<file path="config.mk">
export PLATFORM = sky130hd
export DESIGN_NAME = hazard_ctrl_flat
export DESIGN_NICKNAME = d
export VERILOG_FILES = /design/src/rtl/hazard_ctrl_if.sv /design/src/rtl/hazard_ctrl.sv /design/src/flat_wrapper.sv
export SDC_FILE = /design/constraint.sdc
export NUM_CORES = 1
export LEC_CHECK = 0
export CORE_MARGIN = 10
export CORE_UTILIZATION = 25
export CTS_CLUSTER_SIZE = 24
export DETAILED_ROUTE_END_ITERATION = 10
export GPL_ROUTABILITY_DRIVEN = 0
export PLACE_DENSITY = 0.56
export SETUP_SLACK_MARGIN = 0.3
export SLEW_MARGIN = 0
export SYNTH_ARGS = -nofsm -noshare
export SYNTH_HDL_FRONTEND = slang
export SYNTH_SLANG_ARGS = --single-unit
</file>
<file path="constraint.sdc">
create_clock -name clock -period 5.3 [get_ports clock]
set_clock_uncertainty 0.1 [all_clocks]
set_input_delay 1.59 -clock clock [delete_from_list [all_inputs] [get_ports clock]]
set_output_delay 1.59 -clock clock [all_outputs]
set_load 0.1 [all_outputs]
</file>
<file path="src/rtl/hazard_ctrl_if.sv">
// -----------------------------------------------------------------------------
// hazard_ctrl_if
//   Bundle between the MIPS pipeline datapath and the hazard/stall controller.
//   master : pipeline side, presents ID/EX/MEM fields and consumes controls
//   slave  : hazard_ctrl side
// Signals
//   idRs, idRt, idUsesRt        - source operands of the instruction in IF/ID
//   exMemRead, exRegWrite,
//   exDestReg                   - instruction currently in EX (ID/EX outputs)
//   memRegWrite, memDestReg     - instruction currently in MEM (EX/MEM outputs)
//   branchTaken                 - branch resolved taken in MEM this cycle
//   pcWrite, ifIdWrite          - load enables for PC and IF/ID
//   ifIdFlush, idExBubble,
//   exMemFlush                  - zero the control bits of the named register
//   stallCount, flushCount      - saturating performance counters
// There is no valid/ready handshake: every field is meaningful every cycle and
// the controls are consumed on the same rising edge they are presented for.
// -----------------------------------------------------------------------------
interface hazard_ctrl_if #(
  parameter int REG_ADDR_W = 5,
  parameter int CNT_W      = 16
);
  logic [REG_ADDR_W-1:0] idRs;
  logic [REG_ADDR_W-1:0] idRt;
  logic                  idUsesRt;
  logic                  exMemRead;
  logic                  exRegWrite;
  logic [REG_ADDR_W-1:0] exDestReg;
  logic                  memRegWrite;
  logic [REG_ADDR_W-1:0] memDestReg;
  logic                  branchTaken;
  logic                  pcWrite;
  logic                  ifIdWrite;
  logic                  ifIdFlush;
  logic                  idExBubble;
  logic                  exMemFlush;
  logic [CNT_W-1:0]      stallCount;
  logic [CNT_W-1:0]      flushCount;

  modport master (
    output idRs, idRt, idUsesRt, exMemRead, exRegWrite, exDestReg,
           memRegWrite, memDestReg, branchTaken,
    input  pcWrite, ifIdWrite, ifIdFlush, idExBubble, exMemFlush,
           stallCount, flushCount
  );

  modport slave (
    input  idRs, idRt, idUsesRt, exMemRead, exRegWrite, exDestReg,
           memRegWrite, memDestReg, branchTaken,
    output pcWrite, ifIdWrite, ifIdFlush, idExBubble, exMemFlush,
           stallCount, flushCount
  );
endinterface

</file>
<file path="src/rtl/hazard_ctrl.sv">
// -----------------------------------------------------------------------------
// hazard_ctrl
//   Hazard/stall controller for a 5-stage MIPS pipeline. Compares the sources
//   of the IF/ID instruction with the destinations in EX and MEM, stalls the
//   front of the pipeline for the required number of cycles, and flushes the
//   younger stages when a branch resolves taken in MEM.
//   Configuration macro: HAZARD_FORWARD_EN
//     defined   - forwarding unit present, only load-use stalls (1 cycle)
//     undefined - no forwarding, EX producer stalls 2 cycles, MEM producer 1
// Ports
//   clock          rising-edge clock
//   reset          synchronous, active-low
//   hz             hazard_ctrl_if.slave (pipeline fields in, controls out)
//   dbg_state      FSM state, 0 = RUN, 1 = STALL
//   dbg_stall_left remaining stall cycles held in the STALL state
// Controls are Mealy: combinational in the state register and current inputs.
// -----------------------------------------------------------------------------
module hazard_ctrl #(
  parameter int REG_ADDR_W = 5,
  parameter int CNT_W      = 16
) (
  input  logic         clock,
  input  logic         reset,
  hazard_ctrl_if.slave hz,
  output logic         dbg_state,
  output logic [1:0]   dbg_stall_left
);

  typedef enum logic {RUN = 1'b0, STALL = 1'b1} state_t;

  state_t           state, state_next;
  logic [1:0]       stall_left, stall_left_next;
  logic [1:0]       need_stall;
  logic [CNT_W-1:0] stall_count, flush_count;

  logic pc_write, if_id_write, if_id_flush, id_ex_bubble, ex_mem_flush;

  // $0 is hard-wired to zero, so it never creates a dependency.
  function automatic logic match(
    input logic [REG_ADDR_W-1:0] r,
    input logic [REG_ADDR_W-1:0] rs,
    input logic [REG_ADDR_W-1:0] rt,
    input logic                  uses_rt
  );
    return (r != '0) && ((r == rs) || (uses_rt && (r == rt)));
  endfunction

`ifdef HAZARD_FORWARD_EN
  // Only a load in EX cannot be forwarded in time.
  always_comb begin
    need_stall = 2'd0;
    if (hz.exMemRead && match(hz.exDestReg, hz.idRs, hz.idRt, hz.idUsesRt))
      need_stall = 2'd1;
  end

  logic unused_nofwd;
  assign unused_nofwd = ^{hz.exRegWrite, hz.memRegWrite, hz.memDestReg};
`else
  // Without forwarding the value is usable once it reaches WB (register file
  // writes in the first half of the cycle), so EX needs 2 bubbles, MEM needs 1.
  always_comb begin
    need_stall = 2'd0;
    if (hz.exRegWrite && match(hz.exDestReg, hz.idRs, hz.idRt, hz.idUsesRt))
      need_stall = 2'd2;
    else if (hz.memRegWrite && match(hz.memDestReg, hz.idRs, hz.idRt, hz.idUsesRt))
      need_stall = 2'd1;
  end

  logic unused_fwd;
  assign unused_fwd = hz.exMemRead;
`endif

  // Next state and Mealy controls. Priority: reset, taken branch, stall.
  always_comb begin
    state_next      = state;
    stall_left_next = stall_left;
    pc_write        = 1'b1;
    if_id_write     = 1'b1;
    if_id_flush     = 1'b0;
    id_ex_bubble    = 1'b0;
    ex_mem_flush    = 1'b0;
    if (!reset) begin
      pc_write        = 1'b0;
      if_id_write     = 1'b0;
      if_id_flush     = 1'b1;
      id_ex_bubble    = 1'b1;
      ex_mem_flush    = 1'b1;
      state_next      = RUN;
      stall_left_next = 2'd0;
    end else if (hz.branchTaken) begin
      // Load the branch target and squash the three younger instructions;
      // any stall in progress belonged to a squashed instruction.
      if_id_flush     = 1'b1;
      id_ex_bubble    = 1'b1;
      ex_mem_flush    = 1'b1;
      state_next      = RUN;
      stall_left_next = 2'd0;
    end else begin
      case (state)
        RUN: begin
          if (need_stall != 2'd0) begin
            pc_write     = 1'b0;
            if_id_write  = 1'b0;
            id_ex_bubble = 1'b1;
            if (need_stall > 2'd1) begin
              state_next      = STALL;
              stall_left_next = need_stall - 2'd1;
            end
          end
        end
        STALL: begin
          // The hazard cycle already decided the length; inputs are ignored.
          pc_write     = 1'b0;
          if_id_write  = 1'b0;
          id_ex_bubble = 1'b1;
          if (stall_left <= 2'd1) begin
            state_next      = RUN;
            stall_left_next = 2'd0;
          end else begin
            stall_left_next = stall_left - 2'd1;
          end
        end
        default: begin
          state_next      = RUN;
          stall_left_next = 2'd0;
        end
      endcase
    end
  end

  always_ff @(posedge clock) begin
    if (!reset) begin
      state       <= RUN;
      stall_left  <= 2'd0;
      stall_count <= '0;
      flush_count <= '0;
    end else begin
      state      <= state_next;
      stall_left <= stall_left_next;
      if (!pc_write && (stall_count != '1))
        stall_count <= stall_count + 1'b1;
      if (hz.branchTaken && (flush_count != '1))
        flush_count <= flush_count + 1'b1;
    end
  end

  assign hz.pcWrite     = pc_write;
  assign hz.ifIdWrite   = if_id_write;
  assign hz.ifIdFlush   = if_id_flush;
  assign hz.idExBubble  = id_ex_bubble;
  assign hz.exMemFlush  = ex_mem_flush;
  assign hz.stallCount  = stall_count;
  assign hz.flushCount  = flush_count;
  assign dbg_state      = state;
  assign dbg_stall_left = stall_left;

endmodule
</file>
<file path="src/flat_wrapper.sv">
// flat-port wrapper written by rule: the top's interface ports become plain ports
module hazard_ctrl_flat 
#(
  parameter int REG_ADDR_W = 5,
  parameter int CNT_W      = 16
)
  (clock, reset, dbg_state, dbg_stall_left, hz_idRs, hz_idRt, hz_idUsesRt, hz_exMemRead, hz_exRegWrite, hz_exDestReg, hz_memRegWrite, hz_memDestReg, hz_branchTaken, hz_pcWrite, hz_ifIdWrite, hz_ifIdFlush, hz_idExBubble, hz_exMemFlush, hz_stallCount, hz_flushCount);
  hazard_ctrl_if #(.REG_ADDR_W(REG_ADDR_W), .CNT_W(CNT_W)) hz_i ();
  input  logic clock;
  input  logic reset;
  output logic dbg_state;
  output logic [1:0] dbg_stall_left;
  input wire logic [$bits(hz_i.idRs)-1:0] hz_idRs;
  input wire logic [$bits(hz_i.idRt)-1:0] hz_idRt;
  input wire logic [$bits(hz_i.idUsesRt)-1:0] hz_idUsesRt;
  input wire logic [$bits(hz_i.exMemRead)-1:0] hz_exMemRead;
  input wire logic [$bits(hz_i.exRegWrite)-1:0] hz_exRegWrite;
  input wire logic [$bits(hz_i.exDestReg)-1:0] hz_exDestReg;
  input wire logic [$bits(hz_i.memRegWrite)-1:0] hz_memRegWrite;
  input wire logic [$bits(hz_i.memDestReg)-1:0] hz_memDestReg;
  input wire logic [$bits(hz_i.branchTaken)-1:0] hz_branchTaken;
  output wire logic [$bits(hz_i.pcWrite)-1:0] hz_pcWrite;
  output wire logic [$bits(hz_i.ifIdWrite)-1:0] hz_ifIdWrite;
  output wire logic [$bits(hz_i.ifIdFlush)-1:0] hz_ifIdFlush;
  output wire logic [$bits(hz_i.idExBubble)-1:0] hz_idExBubble;
  output wire logic [$bits(hz_i.exMemFlush)-1:0] hz_exMemFlush;
  output wire logic [$bits(hz_i.stallCount)-1:0] hz_stallCount;
  output wire logic [$bits(hz_i.flushCount)-1:0] hz_flushCount;
  assign hz_i.idRs = hz_idRs;
  assign hz_i.idRt = hz_idRt;
  assign hz_i.idUsesRt = hz_idUsesRt;
  assign hz_i.exMemRead = hz_exMemRead;
  assign hz_i.exRegWrite = hz_exRegWrite;
  assign hz_i.exDestReg = hz_exDestReg;
  assign hz_i.memRegWrite = hz_memRegWrite;
  assign hz_i.memDestReg = hz_memDestReg;
  assign hz_i.branchTaken = hz_branchTaken;
  assign hz_pcWrite = hz_i.pcWrite;
  assign hz_ifIdWrite = hz_i.ifIdWrite;
  assign hz_ifIdFlush = hz_i.ifIdFlush;
  assign hz_idExBubble = hz_i.idExBubble;
  assign hz_exMemFlush = hz_i.exMemFlush;
  assign hz_stallCount = hz_i.stallCount;
  assign hz_flushCount = hz_i.flushCount;
  hazard_ctrl #(.REG_ADDR_W(REG_ADDR_W), .CNT_W(CNT_W)) u_core (.clock(clock), .reset(reset), .hz(hz_i), .dbg_state(dbg_state), .dbg_stall_left(dbg_stall_left));
endmodule
</file>
# After elaboration in Yosys (flattened, before gate mapping)
# Index checks and enable logic that the tools add are counted.
# classes
n_mul,0
n_eq_ne,8
add_sub_neg,4
div,0
bitwise_logic,2
mux,20
shift,0
order_cmp,2
n_reduce_logical,16
# op_table
operator,count
16-bit by 1-bit adder with 16-bit output (second input constant),2
16-bit inequality test (second input constant),2
5-bit == test,4
1-bit 2-to-1 mux,12
5-bit nonzero test,2
1-bit logical AND,8
2-bit 2-to-1 mux,4
1-bit one-hot mux with 2 select lines,3
2-bit by 1-bit inequality test with 1-bit output (second input constant),2
2-bit one-hot mux with 2 select lines,1
2-bit by 1-bit subtractor with 2-bit output (second input constant),2
2-bit by 1-bit > comparator with 1-bit output (second input constant),1
2-bit by 1-bit <= comparator with 1-bit output (second input constant),1
1-bit logical OR,2
1-bit inverter,2
2-bit AND reduction,1
2-bit nonzero test,1
2-bit OR reduction,1
1-bit zero test,1
# totals
mem_bits_ro,0
ramBits,0
n_memories,0
regBits,35
latchBits,0
out_inout_bits,40

# Logic depth before layout (Yosys ltp)
# depth
word_depth,14
ltp_mapped,9

# Worst setup path after synthesis
# Ideal clock, no wire load.
# synth_path
path_type,input -> output
startpoint,input hz_exDestReg[0]
endpoint,output hz_pcWrite
path_slack_ns,-0.460
stages,7
required_ns,3.610
path_buffers,2
arrival_ns,4.070
path_cell_list,or4_1 -> o21a_1 -> a221oi_2 -> buf_4 -> or2_2 -> and2_1 -> buf_4
# synth_between
elab_chain_cells,11
word_cells_on_any_way,13
cone_classes,eq/ne: 2; mux: 5; reduce/logical: 6
# synth_rtl
element,line,text
from (decl),flat_wrapper.sv:18,input wire logic [$bits(hz_i.exDestReg)-1:0] hz_exDestReg;
5-bit == test,hazard_ctrl.sv:45,return (r != '0) && ((r == rs) || (uses_rt && (r == rt)));
1-bit logical AND,hazard_ctrl.sv:45,
1-bit logical OR,hazard_ctrl.sv:45,
1-bit logical AND (*),hazard_ctrl.sv:45,
1-bit logical AND (*),hazard_ctrl.sv:63,"if (hz.exRegWrite && match(hz.exDestReg, hz.idRs, hz.idRt, hz.idUsesRt))"
2-bit 2-to-1 mux (*),hazard_ctrl.sv:63,
2-bit nonzero test (*),hazard_ctrl.sv:101,if (need_stall != 2'd0) begin
1-bit 2-to-1 mux (*),n/a,
1-bit one-hot mux with 2 select lines (*),n/a,
1-bit 2-to-1 mux (*) (2 in series),n/a,
to (decl),flat_wrapper.sv:22,output wire logic [$bits(hz_i.pcWrite)-1:0] hz_pcWrite;
# Mark *: on every way between the ends. The rest lies on a longest branch, timed or not.

# Worst setup path in the final report
# layout_path
startpoint,input hz_memDestReg[1]
endpoint,output hz_pcWrite
# layout_between
elab_chain_cells,12
word_cells_on_any_way,14
cone_classes,eq/ne: 2; mux: 6; reduce/logical: 6
# layout_rtl
element,line,text
from (decl),flat_wrapper.sv:20,input wire logic [$bits(hz_i.memDestReg)-1:0] hz_memDestReg;
5-bit == test,hazard_ctrl.sv:45,
1-bit logical AND,hazard_ctrl.sv:45,
1-bit logical OR,hazard_ctrl.sv:45,
1-bit logical AND (*),hazard_ctrl.sv:45,
1-bit logical AND (*),hazard_ctrl.sv:65,"else if (hz.memRegWrite && match(hz.memDestReg, hz.idRs, hz.idRt, hz.idUsesRt))"
1-bit 2-to-1 mux (*),hazard_ctrl.sv:65,
2-bit 2-to-1 mux (*),hazard_ctrl.sv:63,
2-bit nonzero test (*),hazard_ctrl.sv:101,
1-bit 2-to-1 mux (*),hazard_ctrl.sv:101,
1-bit one-hot mux with 2 select lines (*),hazard_ctrl.sv:99,case (state)
1-bit 2-to-1 mux (*),hazard_ctrl.sv:90,end else if (hz.branchTaken) begin
1-bit 2-to-1 mux (*),hazard_ctrl.sv:82,if (!reset) begin
# Marked as above.

==> flow_summary_export.csv <==
group,metric,value,unit
run_status,status,"finished, final reports clean",
synthesis,synth_area_leaders,"dfxtp_1 (35%), xnor2_1 (12%), or4_1 (4.5%)",
synthesis,synthCells,239,
worst_setup_path,cp_max_fo,3,
final_layout,postLayoutCoreUtil,39.0,%
cts,htreeDepth,2,
place,hpwl,4490,µm
worst_hold_path,hold_depth,2,
timing,slew_headroom,28.1,%
global_routing,grt_max_degree,29,
worst_setup_path,worstPathRequired,3610,ps
power,totalPowerFinal,591,µW
timing,fin_setup_tns,0,ps
worst_setup_path,start_kind,"primary input",
synthesis,ys_warn_count,0,
final_layout,drive_above_1_share,15.4,%
timing,period_needed,4990,ps
floorplan,ios,67,
synthesis,yosys.area.top_type,"dfxtp_1",
final_layout,syn2layout_area_growth,52.1,%
final_layout,most-common-layout-cells,"clkdlybuf4s50_1 (43), dfxtp_1 (35), xnor2_1 (28)",
timing,worst_pin_slew,1060,ps
synthesis,ys_seq_area_share,35.3,%
cts,numCtsBuffers,5,
flow_run,drv_cap,0,
drt,dr.pass1.iters,4,
final_layout,antenna_cells,0,
place,numPortBuffers,65,
final_layout,register_area,701,µm²
timing,rsz0062_at_grt,"yes",
global_routing,antenna_found_initial,0,
floorplan,die-area,11900,µm²
worst_setup_path,critPathArrivalTime,3300,ps
drt,vias,2018,
synthesis,syn_avg_cell_area,8.30,µm²
cts,cts_tree,"yes",
cts,insertion_delay,280,ps
synthesis,yosysTopAreaCellShare,35.3,%
timing,setup_viol_count_final,0,
cts,cts_buffer_depth,2,
power,p_per_area,196,nW/µm²
worst_setup_path,reg2reg_depth,8,
final_layout,nFillCells,780,
worst_setup_path,cp-end-kind,"primary output",
final_layout,layout_commonest_cell,"clkdlybuf4s50_1",
timing,period_share,94.1,%
drt,drcViolationCount,0,
timing,report.final.slew_viol_count,0,
global_routing,overflow,0,
worst_hold_path,hold_class,"register to register",
power,power.leakage,0.00105,µW
synthesis,ys_ff_latch,35,
power,peakVddDrop,0.115,mV
cts,cts_root_buf,"clkbuf_8",
cts,numClockSinks,35,
synthesis,ys_async_sr_fraction,0,%
floorplan,num_rows,32,
floorplan,dieWidth,109,µm
global_routing,track_usage,9.77,%
synthesis,synth_flop_cell,"dfxtp_1",
floorplan,coreArea,7730,µm²
synthesis,syn_nets,268,
synthesis,synth-edff-count,0,
synthesis,syn_area,1980,µm²
place,place_area,2850,µm²
final_layout,fin_area,3020,µm²
worst_setup_path,criticalPathCategory,"primary input to primary output",
drt,viasPerCell,4.79,
final_layout,multi_input_area,1230,µm²
drt,detail-route-antenna-nets,0,
floorplan,dieHeight,109,µm
global_routing,grt_pass1_vias,1921,
synthesis,synth_cell_type_count,42,
drt,routed_wl,5970,µm
cts,clk_pin_slew,70,ps
final_layout,fin_nets,348,
timing,hold_viol,0,
drt,drt-initial-drc-count,51,
timing,fmax,0.200,GHz
drt,wl_per_cell,14.2,µm
global_routing,grt_pass1_wl,9470,µm
floorplan,initial_utilization,25.7,%
-- registers in the layout, indices dropped and copies added (netlist names) --
register / flops
u_core.dbg_stall_left: 2
u_core.dbg_state: 1
u_core.hz.flushCount: 16
u_core.hz.stallCount: 16
-- per-layer routing --
| layer | vias up | share of wire [%] | global-route usage (%) | routed length (µm) |
|---|---|---|---|---|
| met5 | - | 0 | 0 | 0 |
| met3 | 5 | 11 | 4.72 | 627 |
| met4 | 0 | 0.59 | 1.98 | 35 |
| met2 | 63 | 44 | 14.7 | 2600 |
| li1 | 1030 | - | - | - |
| met1 | 920 | 45 | 12.4 | 2700 |
-- worst max-delay path, cell delays in order --
cell,delay [ps]
clkdlybuf4s50_1,530
xnor2_1,140
nand3_1,110
o22ai_2,230
a221oi_4,100
or2_4,240
and2_4,180
buf_12,160
-- what timing repair did --
item,in CTS,in global routing
resized for setup,30,13
hold buffers,0,0
pin swaps,7,4
setup endpoints to repair,3,3
gates cloned,0,1
setup buffers,3,2
-- cell type report --
| class | count | share of cell area (%) |
|---|---|---|
| Inverter | 6 | 0.747 |
| Sequential cell | 35 | 23.2 |
| Clock inverter | 1 | 0.166 |
| Multi-Input combinational cell | 187 | 40.7 |
| Clock buffer | 6 | 2.74 |
| Tap cell | 102 | 4.23 |
| Timing Repair Buffer | 84 | 28.2 |
-- kinds of logic (layout without fill, tap and decap cells) --
logic type / Yosys count / in the layout / synth area share [%]
xor gates and xnor gates: 31 / 31 / 13.7
buffers and inverters: 17 / 97 / 4.35
AOI/OAI and AO/OA: 44 / 44 / 15.2
and+or+nand+nor: 106 / 106 / 28.1
DFF: 35 / 35 / 35.3
muxes: 4 / 4 / 2.02
adders and majority gates: 2 / 2 / 1.26
-- synthesized netlist by cell type, types with 4 or more instances --
| cell type | instances |
|---|---|
| a21oi_1 | 16 |
| and3_1 | 5 |
| clkbuf_1 | 4 |
| dfxtp_1 | 35 |
| inv_1 | 5 |
| mux2i_1 | 4 |
| nand2_1 | 21 |
| nand2b_1 | 4 |
| nand3_1 | 15 |
| nand4_1 | 10 |
| nor2_1 | 20 |
| nor3_1 | 6 |
| o21ai_0 | 4 |
| o31ai_1 | 9 |
| or3_1 | 4 |
| or4_1 | 12 |
| xnor2_1 | 28 |
-- path summary, 6_finish.rpt --
check / from / to / slack [ps]
worst max register to register: u_core.hz.stallCount[0] / u_core.hz.stallCount[6] / 2870
worst min register to register: u_core.dbg_stall_left[1] / u_core.dbg_stall_left[1] / 380
worst max-delay path: hz_memDestReg[1] / hz_pcWrite / 310
worst min-delay path: u_core.dbg_stall_left[1] / u_core.dbg_stall_left[1] / 380
-- where the power goes --
part / leakage [µW] / switching (µW) / internal [µW]
Combinational: 0.000720 / 70.3 / 53.4
Sequential: 0.000282 / 2.48 / 265
Clock: 0.0000470 / 97.6 / 102
-- through the flow --
stage / setup WS, ps / hold slack [ps] / cells
finish: 312 / 379 / 421
global route: 244 / 425 / 421
CTS: 278 / 382 / 418
detailed placement: -47.7 / 371 / 408
global placement: -52.9 / 368 / 408
floorplan: 175 / 808 / 239
No activity file was read; power rests on OpenSTA's default activity.
